--- config.mk ---
export PLATFORM = sky130hd
export DESIGN_NAME = scarv_soc_bram_arbiter
export DESIGN_NICKNAME = d
export VERILOG_FILES = /design/src/rtl/scarv_soc_pkg.sv /design/src/rtl/scarv_soc_rr_arb2.sv /design/src/rtl/scarv_soc_bram_arbiter.sv
export SDC_FILE = /design/constraint.sdc
export NUM_CORES = 1
export LEC_CHECK = 0
export ABC_AREA = 1
export CAP_MARGIN = 20
export CELL_PAD_IN_SITES_DETAIL_PLACEMENT = 1
export CELL_PAD_IN_SITES_GLOBAL_PLACEMENT = 1
export CORE_AREA = 3 3 131 133
export DETAILED_ROUTE_END_ITERATION = 8
export DIE_AREA = 0 0 134 136
export PLACE_DENSITY = 0.78
export SETUP_SLACK_MARGIN = 0.2
export SLEW_MARGIN = 20
export SYNTH_ARGS = -nofsm -noshare
export SYNTH_HDL_FRONTEND = slang
export SYNTH_SLANG_ARGS = --single-unit
--- constraint.sdc ---
create_clock -name clka -period 1.45 [get_ports clka]
set_input_delay 0.29 -clock clka [delete_from_list [all_inputs] [get_ports clka]]
set_output_delay 0.29 -clock clka [all_outputs]
set_load 0.03 [all_outputs]
--- src/rtl/scarv_soc_pkg.sv ---
// Shared SoC constants: requester indices and the response-owner record
// carried from the accept cycle to the response cycle.
package scarv_soc_pkg;

  localparam int unsigned N_REQ     = 2;
  localparam logic        REQ_IFETCH = 1'b0;
  localparam logic        REQ_DATA   = 1'b1;

  localparam int unsigned RSP_IDX_W = 1;
  localparam int unsigned RSP_ERR_W = 1;

  // rd distinguishes reads from writes so write responses return zero data.
  typedef struct packed {
    logic                 vld;
    logic [RSP_IDX_W-1:0] idx;
    logic [RSP_ERR_W-1:0] err;
    logic                 rd;
  } rsp_owner_t;

endpackage

--- src/rtl/scarv_soc_rr_arb2.sv ---
// Two-way round-robin grant. The pointer remembers the last granted index,
// so on a tie the other requester wins.
module scarv_soc_rr_arb2
  import scarv_soc_pkg::*;
(
  input  logic             clka,
  input  logic             rsta,
  input  logic [N_REQ-1:0] req,
  output logic [N_REQ-1:0] gnt
);

  logic ptr_q;

  always_comb begin
    gnt = '0;
    if (!rsta) begin
      if (req[0] && req[1]) begin
        gnt[0] = ptr_q;
        gnt[1] = !ptr_q;
      end else begin
        gnt = req;
      end
    end
  end

  // Reset value makes requester 0 the winner of the first tie.
  always_ff @(posedge clka or posedge rsta) begin
    if (rsta) begin
      ptr_q <= REQ_DATA;
    end else if (gnt[0]) begin
      ptr_q <= REQ_IFETCH;
    end else if (gnt[1]) begin
      ptr_q <= REQ_DATA;
    end
  end

endmodule

--- src/rtl/scarv_soc_bram_arbiter.sv ---
// Two-requester front end for a single-port BRAM: round-robin grant, window
// decode with error responses, and a one-cycle response path.
module scarv_soc_bram_arbiter
  import scarv_soc_pkg::*;
#(
  parameter  int unsigned DEPTH = 1024,
  parameter  logic [31:0] BASE  = 32'h0,
  localparam int unsigned LW    = $clog2(DEPTH)
) (
  input  logic          clka,
  input  logic          rsta,

  input  logic          r0_req,
  output logic          r0_gnt,
  input  logic          r0_wen,
  input  logic [3:0]    r0_strb,
  input  logic [31:0]   r0_addr,
  input  logic [31:0]   r0_wdata,
  output logic          r0_rsp,
  output logic          r0_err,
  output logic [31:0]   r0_rdata,

  input  logic          r1_req,
  output logic          r1_gnt,
  input  logic          r1_wen,
  input  logic [3:0]    r1_strb,
  input  logic [31:0]   r1_addr,
  input  logic [31:0]   r1_wdata,
  output logic          r1_rsp,
  output logic          r1_err,
  output logic [31:0]   r1_rdata,

  output logic          ena,
  output logic [3:0]    wea,
  output logic [LW-1:0] addra,
  output logic [31:0]   dina,
  input  logic [31:0]   douta
);

  function automatic logic in_window(input logic [31:0] off);
    return off < 32'(DEPTH);
  endfunction

  logic [N_REQ-1:0] req_p0;
  logic [N_REQ-1:0] gnt_p0;
  logic             acc_p0;
  logic             sel_p0;
  logic             wen_p0;
  logic [3:0]       strb_p0;
  logic [31:0]      addr_p0;
  logic [31:0]      wdata_p0;
  logic [31:0]      off_p0;
  logic             inr_p0;
  rsp_owner_t       rsp_p0;
  rsp_owner_t       rsp_p1;
  logic             hit0_p1;
  logic             hit1_p1;
  logic [31:0]      rdata_p1;

  // ---- stage p0: arbitration, request mux and BRAM drive ----
  assign req_p0 = {r1_req, r0_req};

  scarv_soc_rr_arb2 u_arb (
    .clka (clka),
    .rsta (rsta),
    .req  (req_p0),
    .gnt  (gnt_p0)
  );

  assign r0_gnt = gnt_p0[REQ_IFETCH];
  assign r1_gnt = gnt_p0[REQ_DATA];
  assign acc_p0 = |gnt_p0;
  assign sel_p0 = gnt_p0[REQ_DATA];

  always_comb begin
    wen_p0   = r0_wen;
    strb_p0  = r0_strb;
    addr_p0  = r0_addr;
    wdata_p0 = r0_wdata;
    if (sel_p0) begin
      wen_p0   = r1_wen;
      strb_p0  = r1_strb;
      addr_p0  = r1_addr;
      wdata_p0 = r1_wdata;
    end
  end

  // Subtracting BASE first lets addresses below the window wrap high and
  // fall out of range with a single compare.
  assign off_p0 = addr_p0 - BASE;
  assign inr_p0 = in_window(off_p0);

  assign ena   = acc_p0 && inr_p0;
  assign wea   = (ena && wen_p0) ? strb_p0 : 4'b0000;
  assign addra = off_p0[LW-1:0];
  assign dina  = wdata_p0;

  always_comb begin
    rsp_p0     = '0;
    rsp_p0.vld = acc_p0;
    rsp_p0.idx = sel_p0;
    rsp_p0.err = !inr_p0;
    rsp_p0.rd  = !wen_p0;
  end

  // ---- stage p1: response owner, aligned with registered BRAM output ----
  always_ff @(posedge clka or posedge rsta) begin
    if (rsta) begin
      rsp_p1.vld <= 1'b0;
    end else begin
      rsp_p1 <= rsp_p0;
    end
  end

  assign hit0_p1  = rsp_p1.vld && (rsp_p1.idx == REQ_IFETCH);
  assign hit1_p1  = rsp_p1.vld && (rsp_p1.idx == REQ_DATA);
  assign rdata_p1 = (rsp_p1.rd && !rsp_p1.err) ? douta : 32'h0;

  assign r0_rsp   = hit0_p1;
  assign r0_err   = hit0_p1 && rsp_p1.err[0];
  assign r0_rdata = hit0_p1 ? rdata_p1 : 32'h0;

  assign r1_rsp   = hit1_p1;
  assign r1_err   = hit1_p1 && rsp_p1.err[0];
  assign r1_rdata = hit1_p1 ? rdata_p1 : 32'h0;

endmodule
Word-level counts from Yosys, hierarchy flattened
Index checks and enable logic that the tools add are counted.
{"block": "op_classes", "order_cmp": 1, "mux": 12, "n_bitwise": 1, "n_reduce_logical": 14}
{"op": "two-way mux 32 bit", "count": 5}
{"op": "less-than comparator 32 x 11 -> 1 bit (second input constant)", "count": 1}
{"op": "logical AND 1 bit", "count": 8}
{"op": "two-way mux 4 bit", "count": 2}
{"op": "zero test 1 bit", "count": 4}
{"op": "two-way mux 2 bit", "count": 2}
{"op": "two-way mux 1 bit", "count": 3}
{"op": "nonzero test 2 bit", "count": 1}
{"op": "OR reduction 2 bit", "count": 1}
{"op": "NOT 1 bit", "count": 1}
{"block": "totals", "register_bits": 5, "inputBits": 174, "elab_cells": 33}

Longest topological paths before layout
{"block": "depth", "depth_word": 8, "mapped_depth": 9, "ltp_nobuf": 9}

Modules after synthesis
From an unflattened synthesis, not the netlist that was laid out.
{"block": "hier_totals", "cells_unflattened": 337, "hier_area_um2": 1547.7}
{"mod": "scarv_soc_bram_arbiter", "n_inst": 1, "cells_each": 324, "area_per_inst_um2": 1472.7, "seq_area_each_um2": 115.1}
{"mod": "scarv_soc_rr_arb2", "n_inst": 1, "cells_each": 13, "area_per_inst_um2": 75.1, "seq_area_each_um2": 26.3}

Worst setup path before layout
No wires, ideal clock.
{"block": "synth_timing", "path_type": "reg2out", "from": "register rsp_p1[2] (netlist bit)", "to": "output r0_rdata[22]", "arrival_time_ns": 1.875, "setup_slack_ns": -0.715, "stages_incl_launch_ff": 5, "n_path_buf": 1, "path_cell_list": "edfxtp_1 -> nor2_1 -> inv_1 -> buf_2 -> nor3_1"}
{"block": "synth_between", "elab_chain_len": 3}
{"item": "start: declaration", "line_no": "scarv_soc_bram_arbiter.sv:55", "rtl": "rsp_owner_t rsp_p1;"}
{"item": "start signal: assignment", "line_no": "scarv_soc_bram_arbiter.sv:111", "rtl": "rsp_p1 <= rsp_p0;"}
{"item": "NOT 1 bit", "line_no": "scarv_soc_bram_arbiter.sv:115", "rtl": "assign hit0_p1 = rsp_p1.vld && (rsp_p1.idx == REQ_IFETCH);"}
{"item": "logical AND 1 bit", "line_no": "scarv_soc_bram_arbiter.sv:115"}
{"item": "net r0_rsp", "line_no": "scarv_soc_bram_arbiter.sv:19", "rtl": "output logic r0_rsp,"}
{"item": "two-way mux 32 bit", "line_no": "scarv_soc_bram_arbiter.sv:121", "rtl": "assign r0_rdata = hit0_p1 ? rdata_p1 : 32'h0;"}
{"item": "end: declaration", "line_no": "scarv_soc_bram_arbiter.sv:21", "rtl": "output logic [31:0] r0_rdata,"}
The timed path passes the listed nets, and every way through them passes these cells.

Final worst setup path
{"block": "layout_timing", "from": "register u_arb.ptr_q", "to": "output wea[2]"}
{"block": "layout_between", "elab_chain_len": 8}
{"item": "start: declaration", "line_no": "scarv_soc_rr_arb2.sv:12", "rtl": "logic ptr_q;"}
{"item": "start signal: assignment", "line_no": "scarv_soc_rr_arb2.sv:29", "rtl": "ptr_q <= REQ_DATA;"}
{"item": "start signal: assignment", "line_no": "scarv_soc_rr_arb2.sv:31", "rtl": "ptr_q <= REQ_IFETCH;"}
{"item": "start signal: assignment", "line_no": "scarv_soc_rr_arb2.sv:33", "rtl": "ptr_q <= REQ_DATA;"}
{"item": "zero test 1 bit", "line_no": "scarv_soc_rr_arb2.sv:19", "rtl": "gnt[1] = !ptr_q;"}
{"item": "two-way mux 2 bit *", "line_no": "scarv_soc_rr_arb2.sv:17", "rtl": "if (req[0] && req[1]) begin"}
{"item": "two-way mux 2 bit *", "line_no": "scarv_soc_rr_arb2.sv:16", "rtl": "if (!rsta) begin"}
{"item": "two-way mux 32 bit", "line_no": "scarv_soc_bram_arbiter.sv:80", "rtl": "if (sel_p0) begin"}
{"item": "less-than comparator 32 x 11 -> 1 bit", "line_no": "scarv_soc_bram_arbiter.sv:41", "rtl": "return off < 32'(DEPTH);"}
{"item": "logical AND 1 bit", "line_no": "scarv_soc_bram_arbiter.sv:93", "rtl": "assign ena = acc_p0 && inr_p0;"}
{"item": "logical AND 1 bit", "line_no": "scarv_soc_bram_arbiter.sv:94", "rtl": "assign wea = (ena && wen_p0) ? strb_p0 : 4'b0000;"}
{"item": "two-way mux 4 bit *", "line_no": "scarv_soc_bram_arbiter.sv:94"}
{"item": "end: declaration", "line_no": "scarv_soc_bram_arbiter.sv:34", "rtl": "output logic [3:0] wea,"}
Mark *: on every way between the ends. The rest lies on a longest branch, timed or not.

==> results.txt <==
----------------------------------------------------
[Yosys]
  Number of warnings reported in the yosys synthesis log ... 0
  Net count after synthesis ... 524
  Synthesized area per cell ... 4.56 µm²
  Number of instances in the synthesized netlist ... 350
  Count of distinct cell types in the synthesized netlist ... 21
  Sequential element share of the synthesized area ... 8.86%
  Post-synthesis sequential element count ... 5
  Netlist area before placement ... 0.00160 mm²

[Hold path]
  Tightest Hold Check Type ... input port to asynchronous set/reset pin

[Timing]
  Total count of hold-check failures in the final report ... 0
  Fin Clk Skew ... 0.00166 ns
  Highest clock frequency the design can meet ... 494 MHz
  Hold Slack ... 0.256 ns
  Share of the clock period used by the worst path after layout ... 140%
  Min Clock Period, post-route ... 2.02 ns
  Tightest Pin Transition ... 0.234 ns
  Max Slew Vio Count ... 0
  Setup repair after global routing missed its margin ... yes
  Rel. slew slack ... 84.4%
  Final Setup Violations ... 118
  Smallest setup slack after layout ... -0.573 ns

[Clock tree]
  Clock latency of the later-clocked register in the worst-skew pair ... 0.23 ns
  TritonCTS clock tree ... done
  Reg clk slew, reported paths ... 0.03 ns
  Clock root buffer ... clkbuf_16
  Max H-tree Level ... 1
  TritonCTS Buffers ... 3
  Clk sinks ... 5
  Largest buffer count on any clock path ... 2

[Finish]
  NumNets Final ... 887
  Growth of design area from synthesis to finish ... 389%
  Antenna diode count ... 0
  Share of layout cells above drive strength 1 ... 58.4%
  Final instance area ... 0.00780 mm²

[Power]
  Pwr per Cell Area ... 424 mW/mm²
  Max IR drop VDD ... 0.000341 V
  Leakage power of the design ... 3.70 nW
  Switch share ... 42.6%
  Switching pwr ... 1.41 mW
  Comb power frac ... 80.8%
  Pwr Total ... 3.31 mW
  Sequential Power Share ... 5.5%
  Internal power ... 1.90 mW
  Clk network pwr share ... 13.7%

[Routing]
  Drt first pass iters ... 4
  Detailed-route wire length ... 16100 µm
  1st-iter DRT viols ... 48
  Post-detailed-route via-to-cell ratio ... 4.02
  Number of remaining DRC errors ... 0
  Average wire per cell in the routed design ... 17.4 µm
  Via Count ... 3728
  Remaining antenna violation count after routing ... 0

[Worst setup path]
  Kind of critical path ... flip-flop to primary output
  Crit path from ... u_arb.ptr_q
  Reg-to-reg startpoint ... u_arb.ptr_q
  Worst reg-to-reg path cell count ... 9
  Reg2reg setup slack ... -0.05 ns
  Crit Reg-Reg Endpoint ... rsp_p1[1]
  Critical path startpoint category ... flip-flop
  Largest fanout on the critical path ... 6
  Endpoint class of the critical path ... primary output
  Worst EP required ... 1.16 ns
  Arrival time reported for the critical path endpoint ... 1.73 ns
  Capture point of the worst path ... wea[2]

[Global route]
  Antenna violations before repair ... 0
  Total overflow reported by the global router ... 0
  GRT Resource Usage Total ... 15.2%
  First-pass GRT wire length ... 21900 µm
  Vias in the first global route ... 3886
  Pin count of the biggest net entering global routing ... 19

[Run status]
  Violated checks ... negative setup slack
  Result of the run ... finished, violations left

[Floorplan]
  I/O Pins ... 291
  Floorplan die area ... 0.0182 mm²
  Die width ... 134 µm
  Number of placement rows ... 46
  Core Box Area ... 0.0159 mm²
  Overall die height ... 136 µm
  Effective utilization at floorplan ... 10.0%

[Flow run]
  Total of max-cap violations ... 0

[Placement]
  Setup WS pre-CTS ... -0.721 ns
  Instance area after placement ... 0.00615 mm²
  DPL Wire Length ... 11600 µm
  I/O Buffers ... 290
  Final GP Congestion ... 0.717

----------------------------------------------------
-- power groups by stage --
stage               Clock, mW  Sequential (mW)  Combinational (mW)
floorplan                   0            0.183                1.08
global placement            0            0.184                2.04
detailed placement          0            0.184                2.08
CTS                     0.461            0.182                2.38
global route            0.468            0.185                2.81
finish                  0.453            0.182                2.67
-- critical path, stage by stage, from the launching register on --
cell and delay (ns):
dfstp_2 0.53, nand2_2 0.07, nand3_4 0.10, inv_4 0.06, nor2_2 0.10, nand2_1 0.07, nand2_2 0.09, nand3_4 0.17
nor2_4 0.16, buf_6 0.14
-- stage by stage --
step                TNS, ns  instances  util (%)
global placement     -30.03        882      38.5
global route         -48.29        928      48.9
floorplan             -5.02        350         -
CTS                  -44.43        909      44.4
finish               -40.87        928      48.9
detailed placement   -32.46        882      38.5
-- registers in the layout, indices dropped and copies added (netlist names) --
| register | cells |
|---|---|
| rsp_p1 | 4 |
| u_arb.ptr_q | 1 |
-- synth_stat cells, drive strengths merged --
cell type	count	share of area [%]
nand2	156	37
nor3	64	20
inv	60	14
nor2	34	8.2
buf	17	6.8
clkbuf	5	1.2
nand3	5	2.7
edfxtp	3	5.6
o21ai	2	0.63
a21oi	1	0.31
and2	1	0.39
dfrtp	1	1.6
dfstp	1	1.6
-- worst min path at each step --
stage / start / endpoint / slack, ns / depth (start not counted)
final: rsta / rsp_p1[3] / 0.26 / 3
after global routing: rsta / rsp_p1[3] / 0.28 / 3
after CTS: rsta / rsp_p1[3] / 0.26 / 3
after detailed placement: u_arb.ptr_q / u_arb.ptr_q / 0.69 / 3
after global placement: u_arb.ptr_q / u_arb.ptr_q / 0.66 / 3
after floorplan: rsta / rsp_p1[3] / 0.06 / 1
-- routing by layer --
metal  share of wire, %  global-route usage (%)  wire length (µm)
met5                  0                       0                 0
met4               0.51                    1.43                83
met3                8.9                    4.26              1440
met2                 57                    31.3              9130
met1                 34                    15.6              5460
-- cell usage in the layout (no fill, tap or decap) --
| cell | count |
|---|---|
| inv_4 | 4 |
| nand3_4 | 2 |
| nand3_1 | 2 |
| dfrtp_1 | 1 |
| dlymetal6s2s_1 | 12 |
| dlygate4sd2_1 | 5 |
| clkdlybuf4s50_1 | 156 |
| and2_1 | 1 |
| inv_8 | 1 |
| nand3_2 | 1 |
| nor3_4 | 64 |
| buf_12 | 24 |
| a21oi_2 | 1 |
| edfxtp_1 | 3 |
| buf_8 | 5 |
| clkbuf_1 | 1 |
| nor2_4 | 10 |
| nor2_1 | 20 |
| buf_6 | 139 |
| clkbuf_16 | 6 |
| o21ai_4 | 2 |
| buf_16 | 9 |
| dfstp_2 | 1 |
| nand2_1 | 43 |
| nand2_4 | 80 |
| nand2_8 | 3 |
| inv_2 | 3 |
| buf_4 | 26 |
| inv_1 | 52 |
| nor2_2 | 4 |
| nand2_2 | 31 |
-- logic make-up (layout without fill, tap and decap cells) --
kind of cell	count (synthesis)	in the layout	synth area share, %
compound gates	3	3	0.940
flops	5	5	8.86
buf+inv	82	443	22.3
simple gates	260	261	67.9
-- area by class of cell --
cell class	count	area, µm²
Clock buffer	4	78.8
Fill cell	1757	8140
Inverter	60	243
Multi-Input combinational cell	264	2670
Sequential cell	5	141
Tap cell	216	270
Timing Repair Buffer	379	4390
-- what timing repair did --
| action | 4_1_cts | 5_1_grt |
|---|---|---|
| setup endpoints to repair | 122 | 122 |
| hold buffers | 0 | 0 |
| gates resized for setup | 145 | 149 |
| gates cloned | 8 | 3 |
| pin swaps | 43 | 47 |
| buffers inserted | 15 | 16 |
Power figures use the tool's default switching activity.
